[src/rtl/bin2bcd_pkg.sv]
// bin2bcd_pkg: shared FSM state type, digit-adjust constants and counter sizing
package bin2bcd_pkg;

    typedef enum logic [1:0] {IDLE, SHIFT, DONE} state_t;

    localparam logic [3:0] ADJ_THRESH = 4'd5;
    localparam logic [3:0] ADJ_ADD    = 4'd3;

    function automatic int cnt_width(input int bin_w);
        return $clog2(bin_w + 1);
    endfunction

endpackage

[src/rtl/bin2bcd_seq_adj.sv]
// bcd_digit_adj: double-dabble add-3 correction for one BCD digit (4-bit wrap)
module bcd_digit_adj
    import bin2bcd_pkg::*;
(
    input  logic [3:0] d,
    output logic [3:0] q
);

    assign q = (d >= ADJ_THRESH) ? d + ADJ_ADD : d;

endmodule

[src/rtl/bin2bcd_seq.sv]
// bin2bcd_seq: sequential double-dabble binary-to-BCD converter, one shift per clock.
// Define BIN2BCD_BLANK_EN to add the registered leading-zero mask output blank.
module bin2bcd_seq
    import bin2bcd_pkg::*;
#(
    parameter int BIN_W  = 16,
    parameter int DIGITS = 4
) (
    input  logic                  clk,
    input  logic                  rst,
    input  logic                  start,
    input  logic [BIN_W-1:0]      bin_in,
    output logic                  busy,
    output logic                  done,
    output logic [4*DIGITS-1:0]   bcd_out,
    output logic                  ovf
`ifdef BIN2BCD_BLANK_EN
    ,
    output logic [DIGITS-1:0]     blank
`endif
);

    localparam int CW = cnt_width(BIN_W);
    localparam int SW = 4 * DIGITS;

    if (BIN_W < 4 || DIGITS < 1) begin : g_bad_params
        $error("bin2bcd_seq: BIN_W must be >= 4 and DIGITS >= 1");
    end

    state_t          state, state_nx;
    logic [BIN_W-1:0] bin_sr;
    logic [SW-1:0]   scr, scr_adj, scr_sh;
    logic [CW-1:0]   cnt;
    logic            sov, sov_nx, last;

    for (genvar i = 0; i < DIGITS; i++) begin : g_adj
        bcd_digit_adj u_adj (.d(scr[4*i +: 4]), .q(scr_adj[4*i +: 4]));
    end

    // The bit leaving the adjusted scratch is lost weight, so it marks overflow.
    assign scr_sh = {scr_adj[SW-2:0], bin_sr[BIN_W-1]};
    assign sov_nx = sov | scr_adj[SW-1];
    assign last   = (cnt == CW'(1));
    assign busy   = (state == SHIFT);
    assign done   = (state == DONE);

    always_ff @(posedge clk) begin
        if (rst) state <= IDLE;
        else     state <= state_nx;
    end

    always_comb begin
        state_nx = state;
        state_nx = (state == IDLE)  ? (start ? SHIFT : IDLE) :
                   (state == SHIFT) ? (last ? DONE : SHIFT) : IDLE;
    end

`ifdef BIN2BCD_BLANK_EN
    logic [DIGITS-1:0] blank_nx;
    logic              zrun;

    always_comb begin
        blank_nx = '0;
        zrun     = 1'b1;
        for (int i = DIGITS - 1; i >= 1; i--) begin
            zrun        = zrun & (scr_sh[4*i +: 4] == 4'd0);
            blank_nx[i] = zrun;
        end
    end
`endif

    // Results are loaded on the final shift so they are valid while done is high.
    always_ff @(posedge clk) begin
        if (rst) begin
            bin_sr  <= '0;
            scr     <= '0;
            cnt     <= '0;
            sov     <= 1'b0;
            bcd_out <= '0;
            ovf     <= 1'b0;
`ifdef BIN2BCD_BLANK_EN
            blank   <= '0;
`endif
        end else if (state == IDLE && start) begin
            bin_sr <= bin_in;
            scr    <= '0;
            sov    <= 1'b0;
            cnt    <= CW'(BIN_W);
        end else if (state == SHIFT) begin
            bin_sr <= {bin_sr[BIN_W-2:0], 1'b0};
            scr    <= scr_sh;
            sov    <= sov_nx;
            cnt    <= cnt - CW'(1);
            if (last) begin
                bcd_out <= scr_sh;
                ovf     <= sov_nx;
`ifdef BIN2BCD_BLANK_EN
                blank   <= blank_nx;
`endif
            end
        end
    end

endmodule

[config.mk]
export PLATFORM = sky130hd
export DESIGN_NAME = bin2bcd_seq
export DESIGN_NICKNAME = d
export VERILOG_FILES = /design/src/rtl/bin2bcd_pkg.sv /design/src/rtl/bin2bcd_seq_adj.sv /design/src/rtl/bin2bcd_seq.sv
export SDC_FILE = /design/constraint.sdc
export NUM_CORES = 1
export LEC_CHECK = 0
export ABC_AREA = 1
export BUFFER_PORTS_ARGS = -buffer_cell sky130_fd_sc_hd__buf_2
export CAP_MARGIN = 10
export CORE_MARGIN = 2
export CORE_UTILIZATION = 35
export CTS_CLUSTER_SIZE = 28
export DETAILED_ROUTE_END_ITERATION = 12
export GPL_TIMING_DRIVEN = 0
export PLACE_DENSITY = 0.63
export RECOVER_POWER = 25
export SLEW_MARGIN = 40
export SYNTH_ARGS = -nofsm -noshare
export SYNTH_HDL_FRONTEND = slang
export SYNTH_HIERARCHICAL = 1
export SYNTH_SLANG_ARGS = --single-unit
[constraint.sdc]
create_clock -name clk -period 1.6 [get_ports clk]
set_input_delay 0.48 -clock clk [delete_from_list [all_inputs] [get_ports clk]]
set_output_delay 0.48 -clock clk [all_outputs]
set_load 0.1 [all_outputs]
==> impl_summary.txt, run 1 <==
----------------------------------------------------
[Clock network]
  Number of buffers inserted by hold repair at cts ... 0
  Post-CTS clock slew at the launch and capture registers of the worst setup and hold paths ... 60 ps
  CTS tree ... done
  Clock root buffer ... clkbuf_8
  CTS HTree Levels ... 3
  Num Clock Sinks ... 57
  Clock latency at the later pin of the worst-skew pair ... roughly 330 ps
  Largest buffer count on any clock path ... 2
  Total CTS buffers ... 9

[Power and ir drop]
  Lkg Pwr ... 1.46 nW
  IR Drop Worst-Case VDD ... between 0.0002 and 0.0003 V
  Power Dens Cells ... around 900 mW/mm^2
  Final total power ... between 3 and 4 mW

[Logic synthesis]
  Sequential cell area fraction in the yosys report ... between 40% and 50%
  Library cells used by synthesis ... 22
  Synthesized area per cell ... 7.07 sq um
  Biggest area contributors in the synthesized netlist ... dfxtp_1, nand2_1, o21ai_0, a21oi_1, inv_1
  #FFs+latches synth ... between 50 and 60
  Synth Instances ... 397
  Synth top area share ... 40.7%
  Most frequent cell after synthesis ... nand2_1
  Netlist area before placement ... ~0.0028 sq mm
  Largest area contributor in the netlist ... dfxtp_1
  Number of warnings printed during yosys synthesis ... 6
  Most common flop cell mapped by yosys ... dfxtp_1
  Nets in the synthesized netlist ... approximately 430
  Proportion of register bits with asynchronous set or reset after synthesis ... 0%
  Leading post-synthesis cells by instance count ... nand2_1, dfxtp_1, inv_1
  Number of enable flip-flop cells after synthesis ... 0

[Placed design]
  Placer's final routability congestion estimate ... 0.827
  Post-place setup slack ... -373 ps
  Total cell area at the placement stage ... 0.00313 sq mm
  Placed wire-length estimate after detailed placement ... around 4.5 mm
  Port Buffers ... 37

[Worst setup path]
  Critical path startpoint category ... flip-flop
  Number of cells on the worst reg-to-reg path ... 10
  Launch point of the critical path ... state[0]
  Critical path required time ... 1120 ps
  Critical path fanouts, max ... 2
  Reg-to-reg critical path startpoint ... scr[13]
  Startpoint-to-endpoint class of the critical path ... flip-flop to output port
  Sort of element at the end of the critical path ... output port
  Reg2reg setup slack ... approximately 90 ps
  WP data arrival ... 1130 ps

[Routing]
  Post-route antenna net violation count ... 0
  Wirelength per Cell ... about 11 microns
  Router iterations before antenna repair ... 4
  Count of vias placed by the detailed router ... 2593
  Detailed router's first-iteration violation count ... 147
  Number of remaining DRC errors ... 0
  Via density ... 4.70
  Final wirelength ... ~6.3 mm

[STA]
  Final worst-path setup slack ... -5.16 ps
  Time the final worst path needs with I/O delays and setup ... around 1600 ps
  Setup repair after global routing missed its margin ... true
  Upper clock frequency limit ... 623 MHz
  Period utilisation layout ... 100%
  Worst setup skew after layout ... approximately 4.2 ps
  Transition time at the pin with the least slew margin ... 508 ps
  Headroom to the max-slew limit ... between 60% and 70%
  Accumulated negative setup slack ... -5.16 ps
  Number of setup violations in the final report ... 1
  Number of max-slew violations in the final report ... 0
  Number of endpoints with negative hold slack in the final report ... 0

[Layout]
  Nets@finish ... about 480
  Cell area after layout ... between 0.003 and 0.004 sq mm
  Area of the multi-input gates ... approximately 0.0014 sq mm
  Antenna diodes ... 0
  Sequential cell area ... 0.00115 sq mm
  Number of fill cells in the layout ... around 830
  Ratio of cells with drive above 1 in the final layout ... between 20% and 30%
  Layout Area Growth over Synthesis ... 20.2%
  Utilization after layout ... a little over two fifths

[Die]
  Core region area ... about 0.0078 sq mm
  Total I/O pin count ... 38
  Number of placement rows ... 32
  Horizontal extent of the die ... 93.5 microns
  Die Area ... 0.00875 sq mm
  Initial core utilization ... roughly 36%
  Height of the die ... ~94 microns

[Worst hold path]
  Number of cells traversed by the worst hold path ... 2
  Path category of the worst min-delay check ... input port to flip-flop
  Launch instance of the worst min-delay path ... rst

[Status]
  Result of the run ... finished, violations left
  Failing checks ... negative setup slack

[Flow run]
  Max-capacitance violation count ... 0

[Global route]
  Total congestion overflow after global routing ... 0
  First-pass GRT wire length ... about 11 mm
  Number of antenna violations at the first check in global routing ... 0
  Largest net degree at the start of global routing ... 19
  GRT Resource Usage Total ... between 10% and 20%
  Via count of the first global-routing pass ... between 2000 and 3000

----------------------------------------------------
-- cell type report --
| class | count | share of cell area (%) |
|---|---|---|
| buffer | 15 | 2.67 |
| sequential | 57 | 34.1 |
| clock buffer | 14 | 4.82 |
| multi-input combinational | 279 | 41.8 |
| tap | 102 | 3.78 |
| inverter | 45 | 5.08 |
| timing repair buffer | 40 | 7.79 |
-- sequential cells by signal (all words and copies together), names as in the netlist --
| name | count |
|---|---|
| state | 2 |
| cnt | 5 |
| scr | 16 |
| bin_sr | 16 |
| bcd_out | 16 |
| sov | 1 |
| ovf | 1 |
-- path summary, 6_finish.rpt --
check             end
min reg2reg       sov
min          state[0]
max reg2reg       ovf
max              busy
-- cell families (layout without fill, tap and decap cells) --
group / count (synthesis) / in the layout / share of synthesized area [%]
flops: 57 / 57 / 40.7
buf+inv: 61 / 114 / 8.83
simple gates: 186 / 186 / 30.2
fa+ha+maj: 10 / 10 / 4.46
compound gates: 83 / 83 / 15.9
-- report_power, final --
group	internal, mW	switching [mW]	leakage [nW]
sequential	1.47	0.0301	0.465
combinational	0.134	0.247	0.917
clock	0.631	0.530	0.0826
-- what timing repair did --
| action | CTS | global route |
|---|---|---|
| endpoints found under the setup margin | 3 | 21 |
| pin swaps | 2 | 1 |
| setup buffers | 3 | 0 |
| gates resized for setup | 18 | 12 |
| hold endpoints to repair | 0 | 0 |
-- placed cells by master (no fill, tap or decap) --
master / synthesis / layout
a21oi_1: 34 / 34
a21oi_2: 4 / 4
buf_12: 0 / 3
buf_2: 9 / 29
buf_4: 0 / 4
buf_6: 1 / 1
clkbuf_1: 6 / 8
clkbuf_2: 0 / 4
clkbuf_4: 0 / 9
clkbuf_8: 0 / 11
dfxtp_1: 57 / 55
dfxtp_4: 0 / 2
ha_1: 10 / 10
inv_1: 40 / 39
inv_2: 5 / 5
inv_4: 0 / 1
nand2_1: 119 / 119
nand2_2: 5 / 5
nand3_1: 25 / 25
nand3_2: 1 / 1
nand4_1: 1 / 1
nand4_4: 1 / 1
nor2_1: 22 / 23
nor2_2: 1 / 1
nor2_4: 10 / 9
nor3_1: 1 / 1
o21ai_0: 37 / 37
o21ai_1: 4 / 4
o21ai_2: 4 / 4
-- critical path: stages, from the launching register on --
cell and delay, ps:
dfxtp_4 350, inv_4 40, nor2_4 110, buf_12 120, buf_12 160
-- per-stage QoR --
| step | hold WS [ps] | std cells |
|---|---|---|
| 6_report | 375 | 552 |
| 5_1_grt | 393 | 552 |
| 4_1_cts | 367 | 552 |
| 3_5_place_dp | 448 | 536 |
| 3_3_place_gp | 441 | 536 |
| 2_1_floorplan | 430 | 397 |
-- layer usage --
metal | track usage [%] | share of wire (%) | vias to the layer above
met5 | 0 | 0 | -
met4 | 7.61 | 2.4 | 0
met3 | 4.11 | 3.2 | 14
met2 | 27.1 | 48 | 32
met1 | 18.6 | 47 | 1181
li1 | - | - | 1366
Note: power is estimated with default switching activity, not from simulation.
==> run 2, diff against run 1 <==
--- a/config.mk
+++ b/config.mk
@@ -8,6 +8,7 @@
 export ABC_AREA = 1
 export BUFFER_PORTS_ARGS = -buffer_cell sky130_fd_sc_hd__buf_2
 export CAP_MARGIN = 10
+export CORE_ASPECT_RATIO = 0.7
 export CORE_MARGIN = 2
 export CORE_UTILIZATION = 35
 export CTS_CLUSTER_SIZE = 28
==> constraint.sdc (replaced) <==
create_clock -name clk -period 1.6 [get_ports clk]
set_input_delay 0.24 -clock clk [delete_from_list [all_inputs] [get_ports clk]]
set_output_delay 0.24 -clock clk [all_outputs]
set_load 0.1 [all_outputs]
==> run 2 against run 1 <==
  * The flow now finishes without violations
  * Sequential share of layout area fell by 0.91 points
  * Cell area is 2.1% higher
  * Register-to-register slack better by 70 ps
  * Clock skew rose by 0.52 ps
  * Global-route usage increased by 0.091 points
  * Worst setup slack improved by 99 ps
  * Power increased by 21%
  * Utilization is 0.51 points higher
  * Hold slack lost 210 ps
  * Wire length grew 1.3%
  * Critical path type unchanged
==> impl_summary.txt, run 2 (synthesis gave the netlist of run 1 again) <==
----------------------------------------------------
[Layout]
  Registers with the most flip-flops ... bcd_out (16), bin_sr (16), scr (16)
  Area of the multi-input gates ... 0.00142 sq mm (+0.71%)
  Layout Area Growth over Synthesis ... 22.7%
  Most common cell after layout, fill and taps aside ... nand2_1
  Number of fill cells in the layout ... 786 (-5.6%)
  Nets@finish ... 473 (-0.63%)
  Non-filler instance count after layout ... 550 (-0.36%)
  Cell area after layout ... 0.00344 sq mm (+2.1%)
  Highest-count cells in the layout ignoring fill and taps ... nand2_1, dfxtp_1, inv_1, o21ai_0, a21oi_1
  Ratio of cells with drive above 1 in the final layout ... 20.9% (+0.047 points)
  Antenna diodes ... 0 (unchanged)
  Sequential cell area ... 0.00114 sq mm (-0.65%)

[Routing]
  Final wirelength ... 6.40 mm (+1.3%)
  Via density ... 4.69 (-0.18%)
  Wirelength per Cell ... 11.6 microns (+1.7%)
  Detailed router's first-iteration violation count ... 155 (+5.4%)
  Router iterations before antenna repair ... 4 (unchanged)
  Number of remaining DRC errors ... 0 (unchanged)
  Count of vias placed by the detailed router ... 2579 (-0.54%)
  Post-route antenna net violation count ... 0 (unchanged)

[Clock network]
  Number of buffers inserted by hold repair at cts ... 0 (unchanged)
  Clock latency at the later pin of the worst-skew pair ... 320 ps (about the same)
  Total CTS buffers ... 9 (unchanged)
  Largest buffer count on any clock path ... 2 (unchanged)
  Clock root buffer ... clkbuf_16
  Post-CTS clock slew at the launch and capture registers of the worst setup and hold paths ... 50 ps (about the same)
  CTS HTree Levels ... 3 (unchanged)
  Num Clock Sinks ... 57 (unchanged)
  Post-CTS Repair Setup Buffers ... 0 (-3)
  CTS tree ... done

[Global route]
  Via count of the first global-routing pass ... 2394 (-4.2%)
  First-pass GRT wire length ... 11.3 mm (+2.8%)
  GRT Resource Usage Total ... 16.0% (+0.091 points)
  Number of antenna violations at the first check in global routing ... 0 (unchanged)
  Total congestion overflow after global routing ... 0 (unchanged)
  Largest net degree at the start of global routing ... 20 (+1)

[STA]
  Upper clock frequency limit ... 664 MHz (+6.6%)
  Hold slack final ... 167 ps (-209 ps)
  Time the final worst path needs with I/O delays and setup ... 1510 ps (-98.9 ps)
  Number of max-slew violations in the final report ... 0 (unchanged)
  Period utilisation layout ... 94.1% (-6.2 points)
  Worst setup skew after layout ... 4.73 ps (+0.519 ps)
  Number of endpoints with negative hold slack in the final report ... 0 (unchanged)
  Setup repair after global routing missed its margin ... false
  Number of setup violations in the final report ... 0 (-1)
  Transition time at the pin with the least slew margin ... 636 ps (+128 ps)
  Headroom to the max-slew limit ... 57.6% (-8.5 points)

[Placed design]
  Total cell area at the placement stage ... 0.00312 sq mm (-0.28%)
  Port Buffers ... 37 (unchanged)
  Placer's final routability congestion estimate ... 0.910 (+10%)
  Placed wire-length estimate after detailed placement ... 4.60 mm (+2.5%)
  Number of placed instances, taps included ... 535 (-0.19%)

[Worst setup path]
  Critical register-to-register path endpoint ... cnt[2]
  Startpoint-to-endpoint class of the critical path ... flip-flop to output port
  Cells along the critical path ... inv_2 -> nor2_4 -> buf_12 -> buf_12
  Critical path startpoint category ... flip-flop
  Number of cells on the worst reg-to-reg path ... 5 (-5)
  Cell at the slowest stage of the critical path ... dfxtp_1
  Cell class contributing the biggest share of worst-path delay ... buffers and inverters
  Launch point of the critical path ... state[0]
  Crit path capture ... busy
  Number of buffers and inverters on the critical path ... 3 (unchanged)
  Reg-to-reg critical path startpoint ... state[1]
  Critical path fanouts, max ... 19 (+17)
  Critical path required time ... 1360 ps (+240 ps)
  Worst path max stage delay ... 370 ps (+20 ps)
  Reg2reg setup slack ... 160 ps (+70 ps)
  Logic depth of the worst path, buffers included ... 4 (unchanged)
  Cell with the most instances on the worst path ... buf_12
  Sort of element at the end of the critical path ... output port
  WP data arrival ... 1270 ps (+140 ps)

[Die]
  Height of the die ... 78.9 microns (-16%)
  Total I/O pin count ... 38 (unchanged)
  Die Area ... 0.00876 sq mm (+0.13%)
  Initial core utilization ... 35.8% (-0.32 points)
  Horizontal extent of the die ... 111 microns (+19%)
  Core region area ... 0.00784 sq mm (+0.90%)
  Number of placement rows ... 27 (-16%)

[Flow run]
  Max-capacitance violation count ... 0 (unchanged)

[Worst hold path]
  Path category of the worst min-delay check ... input port to flip-flop

[Power and ir drop]
  Power Dens Cells ... 1070 mW/mm^2 (+19%)
  Lkg Pwr ... 1.50 nW (+2.7%)
  Final total power ... 3.69 mW (+21%)
  IR Drop Worst-Case VDD ... 0.000448 V (+57%)

[Status]
  Result of the run ... complete, no violations

----------------------------------------------------
[run 2: cell types whose count changed in the layout (fill, tap and decap cells not counted), sizes merged]
cell    previous run  this run
clkinv             0         2
buf               37        28
clkbuf            32        38
[run 2: routing by layer]
| layer | wire length, microns | GRT usage, % |
|---|---|---|
| met4 | 49 | 4.69 |
| met3 | 316 | 5.50 |
| met5 | 0 | 0 |
| met1 | 3320 | 21.8 |
| met2 | 2710 | 24.1 |
[run 2: how the worst min path moves through the flow]
stage / from / end / slack (ps) / cells past startpoint
floorplan: rst / bin_sr[0] / 310 / 1
global placement: sov / sov / 440 / 2
detailed placement: sov / sov / 450 / 2
CTS: rst / bin_sr[0] / 160 / 2
global route: rst / state[0] / 170 / 2
finish: rst / bin_sr[0] / 170 / 2
[run 2: area by class of cell]
class | instances | share of cell area, %
multi-input cells | 279 | 41.2
flip-flops and latches | 57 | 33.1
clock buffers | 14 | 8.25
repair buffers | 37 | 5.89
inverters | 45 | 4.91
well taps | 101 | 3.67
plain buffers | 15 | 2.62
clock inverters | 2 | 0.291
[run 2: through the flow]
step	util (%)	TNS (ps)	setup slack (ps)
2_1_floorplan	-	0	120
3_3_place_gp	39.8	-117	-117
3_5_place_dp	39.8	-125	-125
4_1_cts	43.7	0	17.9
5_1_grt	43.9	0	4.92
6_report	43.9	0	93.7
[run 2: report_power, final]
group	switching [mW]	internal (mW)
clock network	0.609	1.21
logic	0.241	0.125
registers	0.0304	1.48
total	0.880	2.81
[run 2: repair_timing]
item | CTS | global route
pin swaps | 0 | 0
resized for setup | 5 | 6
setup endpoints to repair | 1 | 12
cloned | 0 | 0
